$ cat config.mk
export PLATFORM = sky130hd
export DESIGN_NAME = alu_ctrl_issue_flat
export DESIGN_NICKNAME = d
export VERILOG_FILES = /design/src/rtl/alu_ctrl_issue_if.sv /design/src/rtl/alu_ctrl_issue.sv /design/src/flat_wrapper.sv
export SDC_FILE = /design/constraint.sdc
export NUM_CORES = 1
export LEC_CHECK = 0
export BUFFER_PORTS_ARGS = -buffer_cell sky130_fd_sc_hd__buf_2
export CORE_AREA = 2 2 39 41
export DETAILED_ROUTE_END_ITERATION = 12
export DIE_AREA = 0 0 41 43
export GPL_ROUTABILITY_DRIVEN = 0
export SYNTH_ARGS = -nofsm -noshare
export SYNTH_HDL_FRONTEND = slang
export SYNTH_SLANG_ARGS = --single-unit
$ cat constraint.sdc
create_clock -name clk_i -period 1.05 [get_ports clk_i]
set_clock_uncertainty 0.1 [all_clocks]
set_input_delay 0.1575 -clock clk_i [delete_from_list [all_inputs] [get_ports clk_i]]
set_output_delay 0.1575 -clock clk_i [all_outputs]
set_load 0.01 [all_outputs]
$ cat src/rtl/alu_ctrl_issue_if.sv
// ID/EX-to-ALU control handshake bundle.
// The master drives the instruction side; the slave (alu_ctrl_issue) drives the ALU side.
interface alu_ctrl_issue_if;
  logic       flush_i;
  logic       valid_i;
  logic [1:0] ALUOp_i;
  logic [5:0] funct_i;
  logic       ready_o;
  logic [2:0] ALUCtrl_o;
  logic       valid_o;
  logic       stall_o;
  logic       illegal_o;

  modport master (
    output flush_i, valid_i, ALUOp_i, funct_i,
    input  ready_o, ALUCtrl_o, valid_o, stall_o, illegal_o
  );

  modport slave (
    input  flush_i, valid_i, ALUOp_i, funct_i,
    output ready_o, ALUCtrl_o, valid_o, stall_o, illegal_o
  );
endinterface

$ cat src/rtl/alu_ctrl_issue.sv
// ALU control decode/issue stage with optional multi-cycle MUL hold.
// Define ALU_MUL_MULTICYCLE_EN to build the MUL_HOLD sequence and the front-end stall.
module alu_ctrl_issue #(
  parameter int MUL_CYCLES = 4,
  parameter int CNT_W      = 4
) (
  input logic           clk_i,
  input logic           rst_i,
  alu_ctrl_issue_if.slave bus
);

  localparam logic [2:0] C_ADD = 3'b000;
  localparam logic [2:0] C_SUB = 3'b001;
  localparam logic [2:0] C_AND = 3'b010;
  localparam logic [2:0] C_OR  = 3'b011;
  localparam logic [2:0] C_MUL = 3'b101;

  if (MUL_CYCLES < 2 || MUL_CYCLES > 15 || (2 ** CNT_W) <= MUL_CYCLES) begin : g_param_check
    $error("alu_ctrl_issue: MUL_CYCLES must be 2..15 and fit in CNT_W bits");
  end

  logic [2:0] w_dec_ctrl;
  logic       w_dec_illegal;
  logic       w_ready;
  logic       w_accept;
  logic [2:0] r_alu_ctrl;
  logic       r_valid;
  logic       r_illegal;

  always_comb begin
    w_dec_ctrl    = C_ADD;
    w_dec_illegal = 1'b0;
    unique case (bus.ALUOp_i)
      2'b00: w_dec_ctrl = C_ADD;
      2'b01: w_dec_ctrl = C_SUB;
      2'b11: w_dec_ctrl = C_OR;
      default: begin
        case (bus.funct_i)
          6'b100000: w_dec_ctrl = C_ADD;
          6'b100010: w_dec_ctrl = C_SUB;
          6'b100100: w_dec_ctrl = C_AND;
          6'b100101: w_dec_ctrl = C_OR;
          6'b011000: w_dec_ctrl = C_MUL;
          default: begin
            w_dec_ctrl    = C_ADD;
            w_dec_illegal = 1'b1;
          end
        endcase
      end
    endcase
  end

  assign w_accept = bus.valid_i & w_ready & ~bus.flush_i;

`ifdef ALU_MUL_MULTICYCLE_EN
  typedef enum logic [1:0] {
    ST_IDLE     = 2'd0,
    ST_ISSUE    = 2'd1,
    ST_MUL_HOLD = 2'd2
  } state_t;

  state_t           r_state;
  logic [CNT_W-1:0] r_cnt;
  logic             r_stall;
  logic             w_dec_mul;

  assign w_dec_mul = (w_dec_ctrl == C_MUL);
  assign w_ready   = ~r_stall;

  always_ff @(posedge clk_i or negedge rst_i) begin
    if (!rst_i) begin
      r_state    <= ST_IDLE;
      r_cnt      <= '0;
      r_alu_ctrl <= C_ADD;
      r_valid    <= 1'b0;
      r_stall    <= 1'b0;
      r_illegal  <= 1'b0;
    end else if (bus.flush_i) begin
      r_state   <= ST_IDLE;
      r_cnt     <= '0;
      r_valid   <= 1'b0;
      r_stall   <= 1'b0;
      r_illegal <= 1'b0;
    end else if (r_state == ST_MUL_HOLD && r_cnt != '0) begin
      // Counting down the hold; the 1->0 step opens the final, result-valid cycle.
      r_cnt     <= r_cnt - 1'b1;
      r_valid   <= (r_cnt == CNT_W'(1));
      r_stall   <= (r_cnt != CNT_W'(1));
      r_illegal <= 1'b0;
    end else if (w_accept) begin
      r_alu_ctrl <= w_dec_ctrl;
      if (w_dec_mul) begin
        r_state   <= ST_MUL_HOLD;
        r_cnt     <= CNT_W'(MUL_CYCLES - 1);
        r_valid   <= 1'b0;
        r_stall   <= 1'b1;
        r_illegal <= 1'b0;
      end else begin
        r_state   <= ST_ISSUE;
        r_cnt     <= '0;
        r_valid   <= 1'b1;
        r_stall   <= 1'b0;
        r_illegal <= w_dec_illegal;
      end
    end else begin
      r_state   <= ST_IDLE;
      r_cnt     <= '0;
      r_valid   <= 1'b0;
      r_stall   <= 1'b0;
      r_illegal <= 1'b0;
    end
  end

  assign bus.stall_o = r_stall;
`else
  assign w_ready = 1'b1;

  // Single-cycle build: every op, MUL included, issues for exactly one cycle.
  always_ff @(posedge clk_i or negedge rst_i) begin
    if (!rst_i) begin
      r_alu_ctrl <= C_ADD;
      r_valid    <= 1'b0;
      r_illegal  <= 1'b0;
    end else if (w_accept) begin
      r_alu_ctrl <= w_dec_ctrl;
      r_valid    <= 1'b1;
      r_illegal  <= w_dec_illegal;
    end else begin
      r_valid    <= 1'b0;
      r_illegal  <= 1'b0;
    end
  end

  assign bus.stall_o = 1'b0;
`endif

  assign bus.ready_o   = w_ready;
  assign bus.ALUCtrl_o = r_alu_ctrl;
  assign bus.valid_o   = r_valid;
  assign bus.illegal_o = r_illegal;

endmodule

$ cat src/flat_wrapper.sv
// flat-port wrapper written by rule: the top's interface ports become plain ports
module alu_ctrl_issue_flat 
#(
  parameter int MUL_CYCLES = 4,
  parameter int CNT_W      = 4
)
  (clk_i, rst_i, bus_flush_i, bus_valid_i, bus_ALUOp_i, bus_funct_i, bus_ready_o, bus_ALUCtrl_o, bus_valid_o, bus_stall_o, bus_illegal_o);
  alu_ctrl_issue_if bus_i ();
  input logic clk_i;
  input logic rst_i;
  input wire logic [$bits(bus_i.flush_i)-1:0] bus_flush_i;
  input wire logic [$bits(bus_i.valid_i)-1:0] bus_valid_i;
  input wire logic [$bits(bus_i.ALUOp_i)-1:0] bus_ALUOp_i;
  input wire logic [$bits(bus_i.funct_i)-1:0] bus_funct_i;
  output wire logic [$bits(bus_i.ready_o)-1:0] bus_ready_o;
  output wire logic [$bits(bus_i.ALUCtrl_o)-1:0] bus_ALUCtrl_o;
  output wire logic [$bits(bus_i.valid_o)-1:0] bus_valid_o;
  output wire logic [$bits(bus_i.stall_o)-1:0] bus_stall_o;
  output wire logic [$bits(bus_i.illegal_o)-1:0] bus_illegal_o;
  assign bus_i.flush_i = bus_flush_i;
  assign bus_i.valid_i = bus_valid_i;
  assign bus_i.ALUOp_i = bus_ALUOp_i;
  assign bus_i.funct_i = bus_funct_i;
  assign bus_ready_o = bus_i.ready_o;
  assign bus_ALUCtrl_o = bus_i.ALUCtrl_o;
  assign bus_valid_o = bus_i.valid_o;
  assign bus_stall_o = bus_i.stall_o;
  assign bus_illegal_o = bus_i.illegal_o;
  alu_ctrl_issue #(.MUL_CYCLES(MUL_CYCLES), .CNT_W(CNT_W)) u_core (.clk_i(clk_i), .rst_i(rst_i), .bus(bus_i));
endmodule
# Yosys cells after proc, flatten, opt, wreduce, memory -nomap -nowiden

Cells that the tools add are included.
W data, S select, Z words.

Register bits after elaboration: 5
Input port bits: 12
Output and inout bits: 7
Word-level logic and storage cells: 21

Equal/unequal tests: 7
Multiplexer cells: 6
Bitwise operators: 2
Reduce and logical (&&, ||, !) cells: 3

Operators by type and width:

| kind                 | count |
|---|---|
| $eq A6 B6 Y1 const B | 4 |
| $pmux W3 S4          | 1 |
| $pmux W3 S3          | 1 |
| $eq A6 B5 Y1 const B | 1 |
| $reduce_or A5 Y1     | 1 |
| $mux W1              | 4 |
| $reduce_or A3 Y1     | 1 |
| $eq A2 B1 Y1 const B | 1 |
| $eq A2 B2 Y1 const B | 1 |
| $logic_not A2 Y1     | 1 |
| $and A1 B1 Y1        | 1 |
| $not A1 Y1           | 1 |

# Longest topological paths before layout

Gate-level depths: netlist of run 1.

Word-level depth: 5
Gate-level depth with buffers: 4

# Worst setup path after synthesis of run 1

OpenSTA, ideal clock, no wires.

Path type: input to register
From: in bus_ALUOp_i[0]
To: reg u_core.r_alu_ctrl[0] (netlist: u_core.bus.ALUCtrl_o[0])
Library setup time: 133 ps
Data arrival time: 775 ps
Path slack: 42 ps
Cell stages on the path: 3
Path through: or4b_1 -> o21ai_1 -> a31oi_1

Word-level cells in the longest chain between the ends: 2
Elaborated cells on any way between the ends: 4

RTL lines:

| item                                       | RTL line              | RTL |
|---|---|---|
| from (decl)                                | flat_wrapper.sv:13    | `input wire logic [$bits(bus_i.ALUOp_i)-1:0] bus_ALUOp_i;` |
| $eq A2 B2 Y1, or another cell as far along | alu_ctrl_issue.sv:33  | `unique case (bus.ALUOp_i)` |
| $pmux W3 S3 (*)                            | alu_ctrl_issue.sv:33  |  |
| to (signal assigned)                       | alu_ctrl_issue.sv:125 | `r_alu_ctrl <= w_dec_ctrl;` |
| to (decl)                                  | alu_ctrl_issue.sv:26  | `logic [2:0] r_alu_ctrl;` |

Mark *: on every way between the ends. The rest lies on a longest branch, timed or not.
A chain may end at the register's enable or synchronous reset.

# Final worst setup path of run 1

From: reg u_core.r_alu_ctrl[1] (netlist: u_core.bus.ALUCtrl_o[1])
To: out bus_ALUCtrl_o[1]

RTL lines:

| item      | RTL line           | RTL |
|---|---|---|
| to (decl) | flat_wrapper.sv:16 | `output wire logic [$bits(bus_i.ALUCtrl_o)-1:0] bus_ALUCtrl_o;` |

No word-level cell between the ends.

==> reports/metrics.cfg, run 1 <==
[setup_path]
critPathRequiredTime_ns = 0.79
arrival_ns = 0.75
r2r_setup_slack_ns = 0.14
crit_fanout = 2
r2r_start = u_core.bus.ALUCtrl_o[0]$_DFFE_PN0P_
max_stage_delay_ns = 0.37
end_kind = primary output
cp-start-kind = flip-flop
reg2reg_depth = 3
cp_slowest_cell = dfrtp_1
crit_family = flip-flops
worstPathBufferInverterCount = 1
path_cells = buf_2
crit_path_start = u_core.bus.ALUCtrl_o[1]$_DFFE_PN0P_
r2r-end = u_core.bus.ALUCtrl_o[0]$_DFFE_PN0P_
critical_path_class = flip-flop to primary output
crit_cells = 1

[floorplan]
rows = 14
initial_core_util_pct = 21.1
boundaryPins = 19
coreArea_um2 = 1380
die_area_um2 = 1760
die_width_um = 41
die_y_um = 43

[timing]
finalHoldViolations = 0
fin_crit_ns = 1.01
fin_tns_setup_ns = 0
fmaxAchievable_mhz = 993
rsz0062_at_grt = no
period_share_pct = 95.9
setup_viol = 0
final_max_slew_viol_count = 0

[global_routing]
grt_start_max_net_pins = 6
gr-usage-all-layers_pct = 8.45
globalRoute.totalOverflow = 0
antenna_found_initial = 0
grt_pass1_vias = 267
grt_first_pass_wirelength_um = 959

[layout]
fillers = 157
area_growth_pct = 57.1
num-nets-final = 70
final_cell_count_no_fill = 73
finish.utilization_pct = 33.1
drive_above_1_share_pct = 47.4
n_antenna_cell = 0

[worst_hold_path]
hold_path_class = input port to flip-flop
hold_start = bus_flush_i
whs_path_depth = 3
hold_path_end = u_core.bus.valid_o$_DFF_PN0_

[logic_synthesis]
synth_warnings = 0
synth_area_leaders = dfrtp_1 43%, o21ai_0 6.9%, and3b_1 6.0%, buf_4 5.2%, nand2_1 5.2%
netlist_area_um2 = 292
synth_seq_area_share_pct = 42.9
synth_nets = 44
syn_inst = 32
synth_top_area_cell = dfrtp_1
synthDistinctLibCells = 15
synth_top_area_share_pct = 42.9
ys_seq_elements = 5
avgSynthCellArea_um2 = 9.11

[cts]
cts_resized = 0
clock_path_buffers = 2
cts.sinks = 5
cts_made_buffers = 3
root_buffer = clkbuf_4
cts_tree = done
h-tree-depth = 1
worstSkewPairLatency_ns = 0.24
clk_pin_slew_ns = 0.04

[detailed_routing]
drt_iter0_markers = 7
vias_per_cell = 4.11
drc = 0
routed_wl_um = 622
dr.pass1.iters = 4
postRouteAntennaNets = 0
vias = 300
wl_per_cell_um = 8.52

[place]
dp.cells = 67
place_hpwl_um = 530
io_buffers = 16

[power_and_ir_drop]
report.power.total_mw = 0.539
power_density_nw_per_um2 = 1180
power_frac_seq_pct = 39.4
p_leak_nw = 0.250
switching_share_pct = 23.6
max-vdd-ir-drop_uv = 232
net-switching-power_mw = 0.127
clockPowerShare_pct = 39.9
power_frac_comb_pct = 20.7
p_int_mw = 0.411

[status]
outcome = complete, no violations

[flow_run]
max_cap_violations = 0

## registers in the layout, indices dropped and copies added, names as in the netlist
name                  count
u_core.bus.ALUCtrl_o      3
u_core.bus.illegal_o      1
u_core.bus.valid_o        1
## layer usage
| layer | track usage (%) | up-vias | part of all wire (%) |
|---|---|---|---|
| met5 | 0 | - | 0 |
| met4 | 10.0 | 0 | 1.9 |
| met3 | 1.57 | 2 | 9.8 |
| met2 | 12.2 | 11 | 46 |
| met1 | 8.74 | 131 | 42 |
| li1 | - | 156 | - |
## per-stage QoR
stage	hold slack, ns	instance area (um^2)	setup slack, ns
detailed placement	-0.126	414	-0.121
CTS	0.124	450	0.0218
global route	0.138	458	0.0130
global placement	-0.127	414	-0.125
floorplan	-0.238	292	0.0420
finish	0.130	458	0.0428
## worst max-delay path by stage
stage          slack (ns)                             endpoint
4_1_cts              0.02                     bus_ALUCtrl_o[0]
2_1_floorplan        0.04  u_core.bus.ALUCtrl_o[0]$_DFFE_PN0P_
5_1_grt              0.01                     bus_ALUCtrl_o[2]
6_report             0.04                     bus_ALUCtrl_o[1]
3_3_place_gp        -0.13  u_core.bus.ALUCtrl_o[0]$_DFFE_PN0P_
3_5_place_dp        -0.12  u_core.bus.ALUCtrl_o[0]$_DFFE_PN0P_
## cell families after synthesis
logic type,after synthesis,share of synthesized area [%]
buf+inv,4,7.72
other cells,2,2.58
flops,5,42.9
compound gates,7,12.9
simple gates,14,33.9
## synth_stat cells, drive strengths merged
cell type / instances
conb: 2
a31oi: 2
and3b: 2
nor2: 2
inv: 2
buf: 2
nand2b: 1
or4b: 1
nor3b: 2
and4bb: 1
dfrtp: 5
nand2: 4
o21ai: 5
nand3b: 1
## worst min-delay path, delay by kind of cell
kind          cells  cell delay (ns)
buf+inv           2             0.14
simple gates      1             0.11
## timing repair
action / 4_1_cts / 5_1_grt
hold buffers: 1 / 0
endpoints found under the setup margin: 0 / 1
endpoints found under the hold margin: 5 / 0
setup buffers: 0 / 1
## layout by cell type (no fill, tap or decap), drive strengths merged
cell         instances
buf                 22
dfrtp                5
o21ai                5
nand2                4
clkbuf               4
inv                  2
nor3b                2
nor2                 2
and3b                2
a31oi                2
conb                 2
nand2b               1
nand3b               1
and4bb               1
or4b                 1
dlygate4sd3          1
## cell type report
| class | instances | area [um^2] | area share, % |
|---|---|---|---|
| multi-input cells | 23 | 144 | 31.4 |
| inverters | 2 | 7.51 | 1.64 |
| well taps | 16 | 20.0 | 4.37 |
| clock buffers | 4 | 26.3 | 5.74 |
| repair buffers | 23 | 135 | 29.5 |
| flip-flops and latches | 5 | 125 | 27.3 |
## power by group through the flow
stage	combinational (mW)	sequential, mW	clock [mW]
final	0.111	0.212	0.215
after global routing	0.127	0.213	0.234
after CTS	0.104	0.214	0.223
after detailed placement	0.101	0.216	0
after global placement	0.100	0.215	0
after floorplan	0.0379	0.222	0
Note: power is estimated with default switching activity, not from simulation.
==> run 2: changes to the inputs <==
- CTS_CLUSTER_DIAMETER: not set -> 100
- clock period: 1.05 -> 0.8 ns (I/O delays scaled with it)
==> run 2 against run 1 <==
The flow now finishes with violations (setup timing). Cell area increased by 13%. Sequential power increased by 32%. Worst setup slack got worse by 0.21 ns. First-iteration DRC count decreased by 43%. Critical path type unchanged. Critical endpoint is now bus_ALUCtrl_o[0].
==> reports/metrics.cfg, run 2 (same netlist as run 1, synthesis figures left out) <==
[setup_path]
end_kind = primary output
crit_cells = 1
worstPathBufferInverterCount = 1
arrival_ns = 0.75
critPathRequiredTime_ns = 0.58
cp_slowest_cell = dfrtp_1
crit_fanout = 2
path_cells = buf_2
r2r-end = u_core.bus.ALUCtrl_o[0]$_DFFE_PN0P_
r2r_start = u_core.bus.ALUCtrl_o[0]$_DFFE_PN0P_
crit_family = flip-flops
reg2reg_depth = 3
critical_path_class = flip-flop to primary output
cp-start-kind = flip-flop
critPathCapture = bus_ALUCtrl_o[0]
r2r_setup_slack_ns = -0.06
crit_path_start = u_core.bus.ALUCtrl_o[0]$_DFFE_PN0P_
max_stage_delay_ns = 0.37

[global_routing]
globalRoute.totalOverflow = 0
gr-usage-all-layers_pct = 9.07
grt_start_max_net_pins = 6
grt_first_pass_wirelength_um = 1060
grt_pass1_vias = 272
antenna_found_initial = 0

[layout]
largest_reg_flops = 3
drive_above_1_share_pct = 60.0
area_growth_pct = 76.8
final_cell_count_no_fill = 76
num-nets-final = 73
final_common_cell = buf_2
n_antenna_cell = 0
finish.utilization_pct = 37.3
final_cell_mix = 15 x buf_2, 8 x buf_4, 5 x dfrtp_1

[cts]
cts_tree = done
cts.sinks = 5
cts_made_buffers = 3
clk_pin_slew_ns = 0.04
root_buffer = clkbuf_4
h-tree-depth = 1
clock_path_buffers = 2
worstSkewPairLatency_ns = 0.24

[detailed_routing]
vias = 303
drt_iter0_markers = 4
vias_per_cell = 3.99
drc = 0
routed_wl_um = 639
dr.pass1.iters = 4
wl_per_cell_um = 8.41
postRouteAntennaNets = 0

[timing]
fmaxAchievable_mhz = 1030
setup_viol = 8
final_max_slew_viol_count = 0
finalHoldViolations = 0
period_share_pct = 121
fin_tns_setup_ns = -0.827
rsz0062_at_grt = yes
fin_crit_ns = 0.970
setup_ws_ns = -0.170

[floorplan]
rows = 14
boundaryPins = 19
die_width_um = 41
initial_core_util_pct = 21.1
coreArea_um2 = 1380
die_area_um2 = 1760
die_y_um = 43

[power_and_ir_drop]
power_frac_comb_pct = 24.3
switching_share_pct = 24.2
clockPowerShare_pct = 38.1
power_density_nw_per_um2 = 1440
report.power.total_mw = 0.743
p_int_mw = 0.563
power_frac_seq_pct = 37.6
max-vdd-ir-drop_uv = 490
net-switching-power_mw = 0.180
p_leak_nw = 0.275

[status]
violations = setup timing
outcome = complete, but fails checks

[place]
dp.cells = 68
io_buffers = 16
preCtsSetupSlack_ns = -0.311
place_hpwl_um = 512

[worst_hold_path]
hold_path_class = input port to async pin

[flow_run]
max_cap_violations = 0

[run 2: changes by cell type in the layout (fill, tap and decap cells not counted), sizes merged]
cell / change
buf: +3
[run 2: how the worst min path moves through the flow]
| stage | to | slack [ns] | cells after the start |
|---|---|---|---|
| 6_report | u_core.bus.valid_o$_DFF_PN0_ | 0.13 | 2 |
| 5_1_grt | u_core.bus.valid_o$_DFF_PN0_ | 0.13 | 2 |
| 4_1_cts | u_core.bus.ALUCtrl_o[2]$_DFFE_PN0P_ | 0.1 | 4 |
| 3_5_place_dp | u_core.bus.valid_o$_DFF_PN0_ | -0.17 | 1 |
| 3_3_place_gp | u_core.bus.valid_o$_DFF_PN0_ | -0.16 | 1 |
| 2_1_floorplan | u_core.bus.ALUCtrl_o[0]$_DFFE_PN0P_ | -0.28 | 0 |
[run 2: through the flow]
stage / hold slack [ns] / cell area (um^2)
global route: 0.135 / 515
floorplan: -0.276 / 297
finish: 0.129 / 515
detailed placement: -0.165 / 427
CTS: 0.0987 / 485
global placement: -0.163 / 427
[run 2: final cells by class]
type	count	area, um^2
inverter	2	7.51
tap	16	20.0
fill	152	868
multi-input combinational	23	169
timing repair buffer	26	168
sequential	5	125
clock buffer	4	26.3
[run 2: what timing repair did]
| item | CTS | global route |
|---|---|---|
| endpoints found under the setup margin | 6 | 9 |
| endpoints found under the hold margin | 5 | 0 |
| pin swaps | 1 | 1 |
| resized for setup | 2 | 8 |
| hold buffers | 1 | 0 |
| buffers inserted | 3 | 0 |
[run 2: power groups by stage]
stage / combinational [mW] / clock (mW) / sequential (mW)
2_1_floorplan: 0.0513 / 0 / 0.291
5_1_grt: 0.199 / 0.315 / 0.280
4_1_cts: 0.163 / 0.302 / 0.277
6_report: 0.180 / 0.283 / 0.279
3_3_place_gp: 0.136 / 0 / 0.283
3_5_place_dp: 0.138 / 0 / 0.283
[run 2: layer usage]
metal  GRT usage [%]  wire (um)
met3            1.57         52
met4            10.0          0
met2            10.9        292
met5               0          0
met1            12.1        293
